--- src/rtl/mem_arbiter.sv ---
// mem_arbiter
// Two-requester arbiter in front of a single-port synchronous memory.
// An instruction-fetch port (read only) and a data port (read/write) compete
// for one memory access per cycle. Grants are combinational in the request
// cycle; ties are broken round-robin against the most recent grant. Read data
// (or a write acknowledge on the data port) is returned one cycle after the
// grant, steered by a small response FSM.
//
// Ports:
//   clk, rst                 clock, asynchronous active-low reset
//   if_req/if_addr           fetch request and word address
//   if_gnt                   fetch accepted this cycle
//   if_rvalid/if_rdata       fetch response (one cycle after grant)
//   d_req/d_we/d_addr/d_wdata  data-port request
//   d_gnt                    data request accepted this cycle
//   d_rvalid/d_rdata         data response / write acknowledge
//   mem_en/mem_we/mem_addr/mem_wdata  memory command
//   mem_rdata                memory read data, one cycle after a read command
//   conflict_cnt             saturating count of cycles with both requests
module mem_arbiter #(
    parameter int AW = 6,
    parameter int DW = 32
) (
    input  logic          clk,
    input  logic          rst,
    input  logic          if_req,
    input  logic [AW-1:0] if_addr,
    output logic          if_gnt,
    output logic          if_rvalid,
    output logic [DW-1:0] if_rdata,
    input  logic          d_req,
    input  logic          d_we,
    input  logic [AW-1:0] d_addr,
    input  logic [DW-1:0] d_wdata,
    output logic          d_gnt,
    output logic          d_rvalid,
    output logic [DW-1:0] d_rdata,
    output logic          mem_en,
    output logic          mem_we,
    output logic [AW-1:0] mem_addr,
    output logic [DW-1:0] mem_wdata,
    input  logic [DW-1:0] mem_rdata,
    output logic [15:0]   conflict_cnt
);

    typedef enum logic [1:0] {
        IDLE    = 2'd0,
        RESP_IF = 2'd1,
        RESP_D  = 2'd2
    } state_t;

    state_t        state_r;
    state_t        state_next_s;
    logic          last_d_r;       // 1: data port was granted most recently
    logic          d_we_r;         // write flag of the outstanding data access
    logic [15:0]   conflict_cnt_r;
    logic          both_s;
    logic          grant_if_s;
    logic          grant_d_s;

    // Arbitration: single requester wins; on conflict, the one not granted last.
    // Reset is folded in so that grants drop the moment rst goes low.
    always_comb begin
        both_s     = 1'b0;
        grant_if_s = 1'b0;
        grant_d_s  = 1'b0;
        if (rst) begin
            both_s     = if_req & d_req;
            grant_if_s = if_req & (~d_req | last_d_r);
            grant_d_s  = d_req & (~if_req | ~last_d_r);
        end else begin
            both_s     = 1'b0;
            grant_if_s = 1'b0;
            grant_d_s  = 1'b0;
        end
    end

    // Memory command mux driven from the granted requester.
    always_comb begin
        mem_en    = 1'b0;
        mem_we    = 1'b0;
        mem_addr  = {AW{1'b0}};
        mem_wdata = {DW{1'b0}};
        if (grant_if_s) begin
            mem_en    = 1'b1;
            mem_we    = 1'b0;
            mem_addr  = if_addr;
            mem_wdata = {DW{1'b0}};
        end else if (grant_d_s) begin
            mem_en    = 1'b1;
            mem_we    = d_we;
            mem_addr  = d_addr;
            mem_wdata = d_wdata;
        end else begin
            mem_en    = 1'b0;
            mem_we    = 1'b0;
            mem_addr  = {AW{1'b0}};
            mem_wdata = {DW{1'b0}};
        end
    end

    // Response FSM next state (any state may go anywhere) and response outputs.
    always_comb begin
        state_next_s = IDLE;
        if_rvalid    = 1'b0;
        d_rvalid     = 1'b0;
        if_rdata     = {DW{1'b0}};
        d_rdata      = {DW{1'b0}};
        if (grant_if_s) begin
            state_next_s = RESP_IF;
        end else if (grant_d_s) begin
            state_next_s = RESP_D;
        end else begin
            state_next_s = IDLE;
        end
        case (state_r)
            RESP_IF: begin
                if_rvalid = 1'b1;
                if_rdata  = mem_rdata;
            end
            RESP_D: begin
                d_rvalid = 1'b1;
                // Writes are acknowledged with zero data.
                if (d_we_r) begin
                    d_rdata = {DW{1'b0}};
                end else begin
                    d_rdata = mem_rdata;
                end
            end
            default: begin
                if_rvalid = 1'b0;
                d_rvalid  = 1'b0;
            end
        endcase
    end

    // Response FSM state register.
    always_ff @(posedge clk or negedge rst) begin
        if (!rst) begin
            state_r <= IDLE;
        end else begin
            state_r <= state_next_s;
        end
    end

    // Last-grant memory and captured write flag, updated only on a grant.
    // Reset to "data" so the first conflict after reset goes to fetch.
    always_ff @(posedge clk or negedge rst) begin
        if (!rst) begin
            last_d_r <= 1'b1;
            d_we_r   <= 1'b0;
        end else if (grant_if_s) begin
            last_d_r <= 1'b0;
        end else if (grant_d_s) begin
            last_d_r <= 1'b1;
            d_we_r   <= d_we;
        end else begin
            last_d_r <= last_d_r;
        end
    end

    // Saturating conflict counter.
    always_ff @(posedge clk or negedge rst) begin
        if (!rst) begin
            conflict_cnt_r <= 16'd0;
        end else if (both_s && (conflict_cnt_r != 16'hFFFF)) begin
            conflict_cnt_r <= conflict_cnt_r + 16'd1;
        end else begin
            conflict_cnt_r <= conflict_cnt_r;
        end
    end

    assign if_gnt       = grant_if_s;
    assign d_gnt        = grant_d_s;
    assign conflict_cnt = conflict_cnt_r;

endmodule

--- config.mk ---
export PLATFORM = sky130hd
export DESIGN_NAME = mem_arbiter
export DESIGN_NICKNAME = d
export VERILOG_FILES = /design/src/rtl/mem_arbiter.sv
export SDC_FILE = /design/constraint.sdc
export NUM_CORES = 1
export LEC_CHECK = 0
export CAP_MARGIN = 15
export CORE_UTILIZATION = 27
export CTS_BUF_LIST = sky130_fd_sc_hd__clkbuf_4
export DETAILED_ROUTE_END_ITERATION = 12
export PLACE_DENSITY = 0.83
export SLEW_MARGIN = 20
export SYNTH_ARGS = -nofsm -noshare
export SYNTH_HDL_FRONTEND = slang
export SYNTH_SLANG_ARGS = --single-unit
--- constraint.sdc ---
create_clock -name clk -period 1.9 [get_ports clk]
set_input_delay 0.38 -clock clk [delete_from_list [all_inputs] [get_ports clk]]
set_output_delay 0.38 -clock clk [all_outputs]
set_load 0.02 [all_outputs]
# == Word level (Yosys, flattened, before mapping) ==
# Index checks and enable logic that the tools add are counted.
# word_totals
out_inout_bits,124
elab_cells,40
regBits,20
input_bits,81
# op_classes
bitwise,9
n_addsub,1
n_reduce_logical,3
mux,20
eq_ne,3
# op_table
cell,count
32-bit two-way mux,5
"16-bit by 1-bit adder with 16-bit output, second input constant",1
"16-bit != test, second input constant",1
6-bit two-way mux,2
1-bit two-way mux,11
2-bit two-way mux,2
1-bit NOT,4
1-bit AND,3
"2-bit by 1-bit equality test with 1-bit output, second input constant",1
"2-bit equality test, second input constant",1
1-bit OR,2
2-bit AND reduction,1
2-bit nonzero test,1
1-bit logical AND,1

# == Longest topological paths before layout ==
# depth
word_depth,6
ltp_mapped,5
ltp_nobuf,5

# == Worst setup path after synthesis ==
# Ideal clock, no wire load.
# synth_timing
kind,reg2out
from,register last_d_r
to,output port mem_addr[0]
stages_incl_launch_ff,4
path_slack_ps,2
arrival_ps,1518
path_cell_list,dfstp_2 -> inv_1 -> a21oi_1 -> a22o_1
# synth_between
word_cells_on_any_way,9
classes_between,mux: 4; bitwise: 5
# synth_lines
item,line_no,text
start: declaration,54,logic last_d_r;
start signal: assignment,158,last_d_r <= last_d_r;
1-bit OR,69,grant_if_s = if_req & (~d_req | last_d_r);
1-bit AND,69,
1-bit two-way mux,67,if (rst) begin
net if_gnt,28,"output logic if_gnt,"
6-bit two-way mux,84,if (grant_if_s) begin
end: declaration,40,"output logic [AW-1:0] mem_addr,"
# The timed path passes the listed nets, and every way through them passes these cells.

# == Worst setup path after layout ==
# layout_timing
from,register last_d_r
to,output port mem_addr[4]
# layout_between
elab_chain_cells,6
word_cells_on_any_way,9
classes_between,mux: 4; bitwise: 5
# layout_lines
item,line_no,text
1-bit NOT,70,grant_d_s = d_req & (~if_req | ~last_d_r);
1-bit OR,70,
1-bit AND,70,
1-bit two-way mux,67,
6-bit two-way mux,89,end else if (grant_d_s) begin
6-bit two-way mux (*),84,
# Mark *: on every way between the ends. The rest lies on a longest branch, timed or not.

==> summary.md <==
| Metric | Value |
|---|---|
| Die area | `0.00656 mm^2` |
| Switching share of power | `34.7%` |
| Site Rows | `28` |
| H-Tree Depth | `1` |
| Post-Syn Area | `0.00168 mm^2` |
| Vias/cell | `4.67` |
| Total track usage | `24.0%` |
| Launch point of the worst path | `last_d_r` |
| Int Pwr | `0.00139 W` |
| Fin. max-slew vios | `0` |
| Top Ports | `205` |
| Switch Pwr | `0.000738 W` |
| Delay-heaviest family, CP | `flip-flops` |
| Worst-Skew Late Latency | `310 ps` |
| Clk pin slew, worst setup/hold paths | `130 ps` |
| Vias | `2408` |
| Worst VDD drop | `841 uV` |
| CP startpoint kind | `register` |
| Syn_area_per_cell | `8.34 um^2` |
| Logic pwr share | `56.7%` |
| Main synth FF type | `dfrtp_1` |
| NumNets Final | `523` |
| Post-synthesis sequential area ratio | `29.8%` |
| 1st-iter DRT viols | `52` |
| Root Buffer | `clkbuf_4` |
| PortBufs | `204` |
| YS warnings | `0` |
| Post-synth cell types | `32` |
| Post-synth EDFFs | `0` |
| WP data required | `1520 ps` |
| Gr ovfl total | `0` |
| Reg-to-reg endpoint | `conflict_cnt[1]` |
| RSZ-0062 raised after global routing | `yes` |
| Crit-path max cell delay | `570 ps` |
| Asr flop ratio synth | `100%` |
| Crit path to | `mem_addr[4]` |
| Worst path cell trace | `buf_6, a21oi_4, buf_8, buf_16, a22o_1, buf_6` |
| CTS sink cnt | `20` |
| Routed Antenna Nets | `0` |
| CP max stage cell | `dfstp_2` |
| Die Width | `81.0 um` |
| CP Class | `reg -> out` |
| Num CTS Buffers | `3` |
| Final GP Congestion | `0.825` |
| Number of global-route vias before repair | `2340` |
| P&R area growth vs syn | `167%` |
| Leak | `2.16 nW` |
| Initial antenna violation count | `0` |
| Die height | `81.0 um` |
| Share of cells above drive strength 1 | `50.5%` |
| Routed WL | `9090 um` |
| Final hold vios | `0` |
| CTS tree | `yes` |
| Worst-Margin Slew | `361 ps` |
| Clk network pwr share | `16.7%` |
| Sequential power share | `26.6%` |
| Worst Clk Skew | `15.9 ps` |
| Syn Nets | `284` |
| Fin crit period | `2100 ps` |
| Period utilisation layout | `111%` |
| Initial Util | `28.3%` |
| Final Setup Violations | `72` |
| Core area | `0.00596 mm^2` |
| Top cell by count, worst path | `buf_6` |
| Maxcap violations | `0` |
| Critical path endpoint category | `primary output` |
| First-pass GRT wire length | `12000 um` |
| Setup slack, reg-to-reg | `140 ps` |
| Hpwl dp | `5850 um` |
| Highest Clock Rate | `0.476 GHz` |
| Cell area power density | `473 mW/mm^2` |
| Critical R2R Launch | `conflict_cnt[1]` |
| Worst hold slack | `186 ps` |
| Drt pass-1 iters | `4` |
| Status | `complete, but fails checks` |
| #FFs+latches synth | `20` |
| Worst slew margin | `75.7%` |
| Clock Tree Buf Depth | `2` |
| Number of remaining DRC errors | `0` |
| Class of the worst hold path | `in -> async` |
| WP depth | `6` |
| Mapped Cells | `202` |
| CP max FO | `5` |
| Failing checks | `setup timing` |
| CP Data Arrival Time | `1720 ps` |
| Final TNS setup | `-7100 ps` |
| Buf/Inv on CP | `4` |
| Worst Reg-to-Reg Cells | `5` |
| Average wire per standard cell | `17.6 um` |
| Largest net degree at the start of global routing | `34` |
| Min setup slack post-route | `-201 ps` |
-- cell families (layout without fill, tap and decap cells) --
family	Yosys count	after routing	synth area share [%]
AOI/OAI and AO/OA	14	14	5.72
xor gates and xnor gates	10	10	5.20
adders and majority gates	1	1	0.743
buffers and inverters	12	250	2.67
DFF	20	20	29.8
muxes	5	5	3.57
other	0	1	0
and+or+nand+nor	140	140	52.3
-- final cells by class --
| class | count | area [um^2] |
|---|---|---|
| Antenna cell | 1 | 2.50 |
| Clock buffer | 3 | 22.5 |
| Clock inverter | 1 | 30.0 |
| Fill cell | 424 | 1460 |
| Inverter | 2 | 7.51 |
| Multi-Input combinational cell | 170 | 1310 |
| Sequential cell | 20 | 503 |
| Tap cell | 75 | 93.8 |
| Timing Repair Buffer | 244 | 2530 |
-- power by group through the flow --
| stage | sequential (W) | combinational (W) | clock (W) |
|---|---|---|---|
| floorplan | 0.000619 | 0.000337 | 0 |
| global placement | 0.000562 | 0.000979 | 0 |
| detailed placement | 0.000562 | 0.000989 | 0 |
| CTS | 0.000563 | 0.00109 | 0.000360 |
| global route | 0.000577 | 0.00127 | 0.000376 |
| finish | 0.000567 | 0.00121 | 0.000355 |
-- sequential cells by signal, indices dropped and copies added (netlist names) --
register and flops:
last_d_r 1, d_we_r 1, conflict_cnt 16, state_r 2
-- timing repair --
| item | in CTS | in global routing |
|---|---|---|
| pin swaps | 32 | 20 |
| gates resized for setup | 490 | 171 |
| setup buffers | 4 | 3 |
| hold buffers | 0 | 0 |
| setup endpoints to repair | 109 | 105 |
| cloned | 7 | 4 |
-- cell usage after synthesis (2+ instances only) --
cell type,count,share of area [%]
nand4_1,6,2.2
nand2_1,8,1.8
nand3_1,7,2.1
and3_1,3,1.1
xnor2_1,7,3.6
clkbuf_1,10,2.2
inv_1,2,0.45
and2_1,97,36
mux2_2,4,2.7
a21oi_1,5,1.5
a22o_1,6,3.1
dfrtp_1,19,28
nor2_1,4,0.89
nor3_1,2,0.59
nor2b_1,3,1.1
xor2_1,3,1.6
-- layout by cell type, fill, tap and decap left out, types with 3 or more instances in the layout --
master,Yosys,final
clkdlybuf4s50_1,0,93
buf_4,0,63
buf_6,0,62
and2_4,0,53
and2_1,97,44
dfrtp_1,19,18
nand2_1,8,7
nand3_1,7,7
xnor2_1,7,7
buf_16,0,7
a22o_1,6,6
nand4_1,6,6
dlygate4sd2_1,0,5
nor2_1,4,4
mux2_2,4,4
buf_2,0,4
a21oi_1,5,3
and3_1,3,3
xor2_1,3,3
clkbuf_4,0,3
clkbuf_16,0,3
buf_12,0,3
-- worst min-delay path by stage --
stage | endpoint | slack [ps]
6_report | state_r[0] | 190
5_1_grt | state_r[0] | 180
4_1_cts | d_we_r | 160
3_5_place_dp | conflict_cnt[9] | 510
3_3_place_gp | conflict_cnt[9] | 500
2_1_floorplan | conflict_cnt[0] | 80
-- through the flow --
step                power, W  instance area, um^2  std cells  utilization [%]  setup slack, ps
floorplan           0.000956                 1680        202                -             2.17
global placement     0.00154                 3990        493             67.0             -614
detailed placement   0.00155                 3990        493             67.0             -633
CTS                  0.00202                 4260        508             71.6             -156
global route         0.00222                 4500        515             75.5             -238
finish               0.00213                 4500        516             75.5             -201
-- per-layer routing --
metal / part of all wire, % / wire length (um) / GRT usage (%)
met5: 0 / 0 / 0
met1: 36 / 3260 / 25.7
met2: 55 / 4980 / 46.6
met4: 0.94 / 85 / 3.57
met3: 8.4 / 763 / 7.08
(Power assumes the default switching activity.)
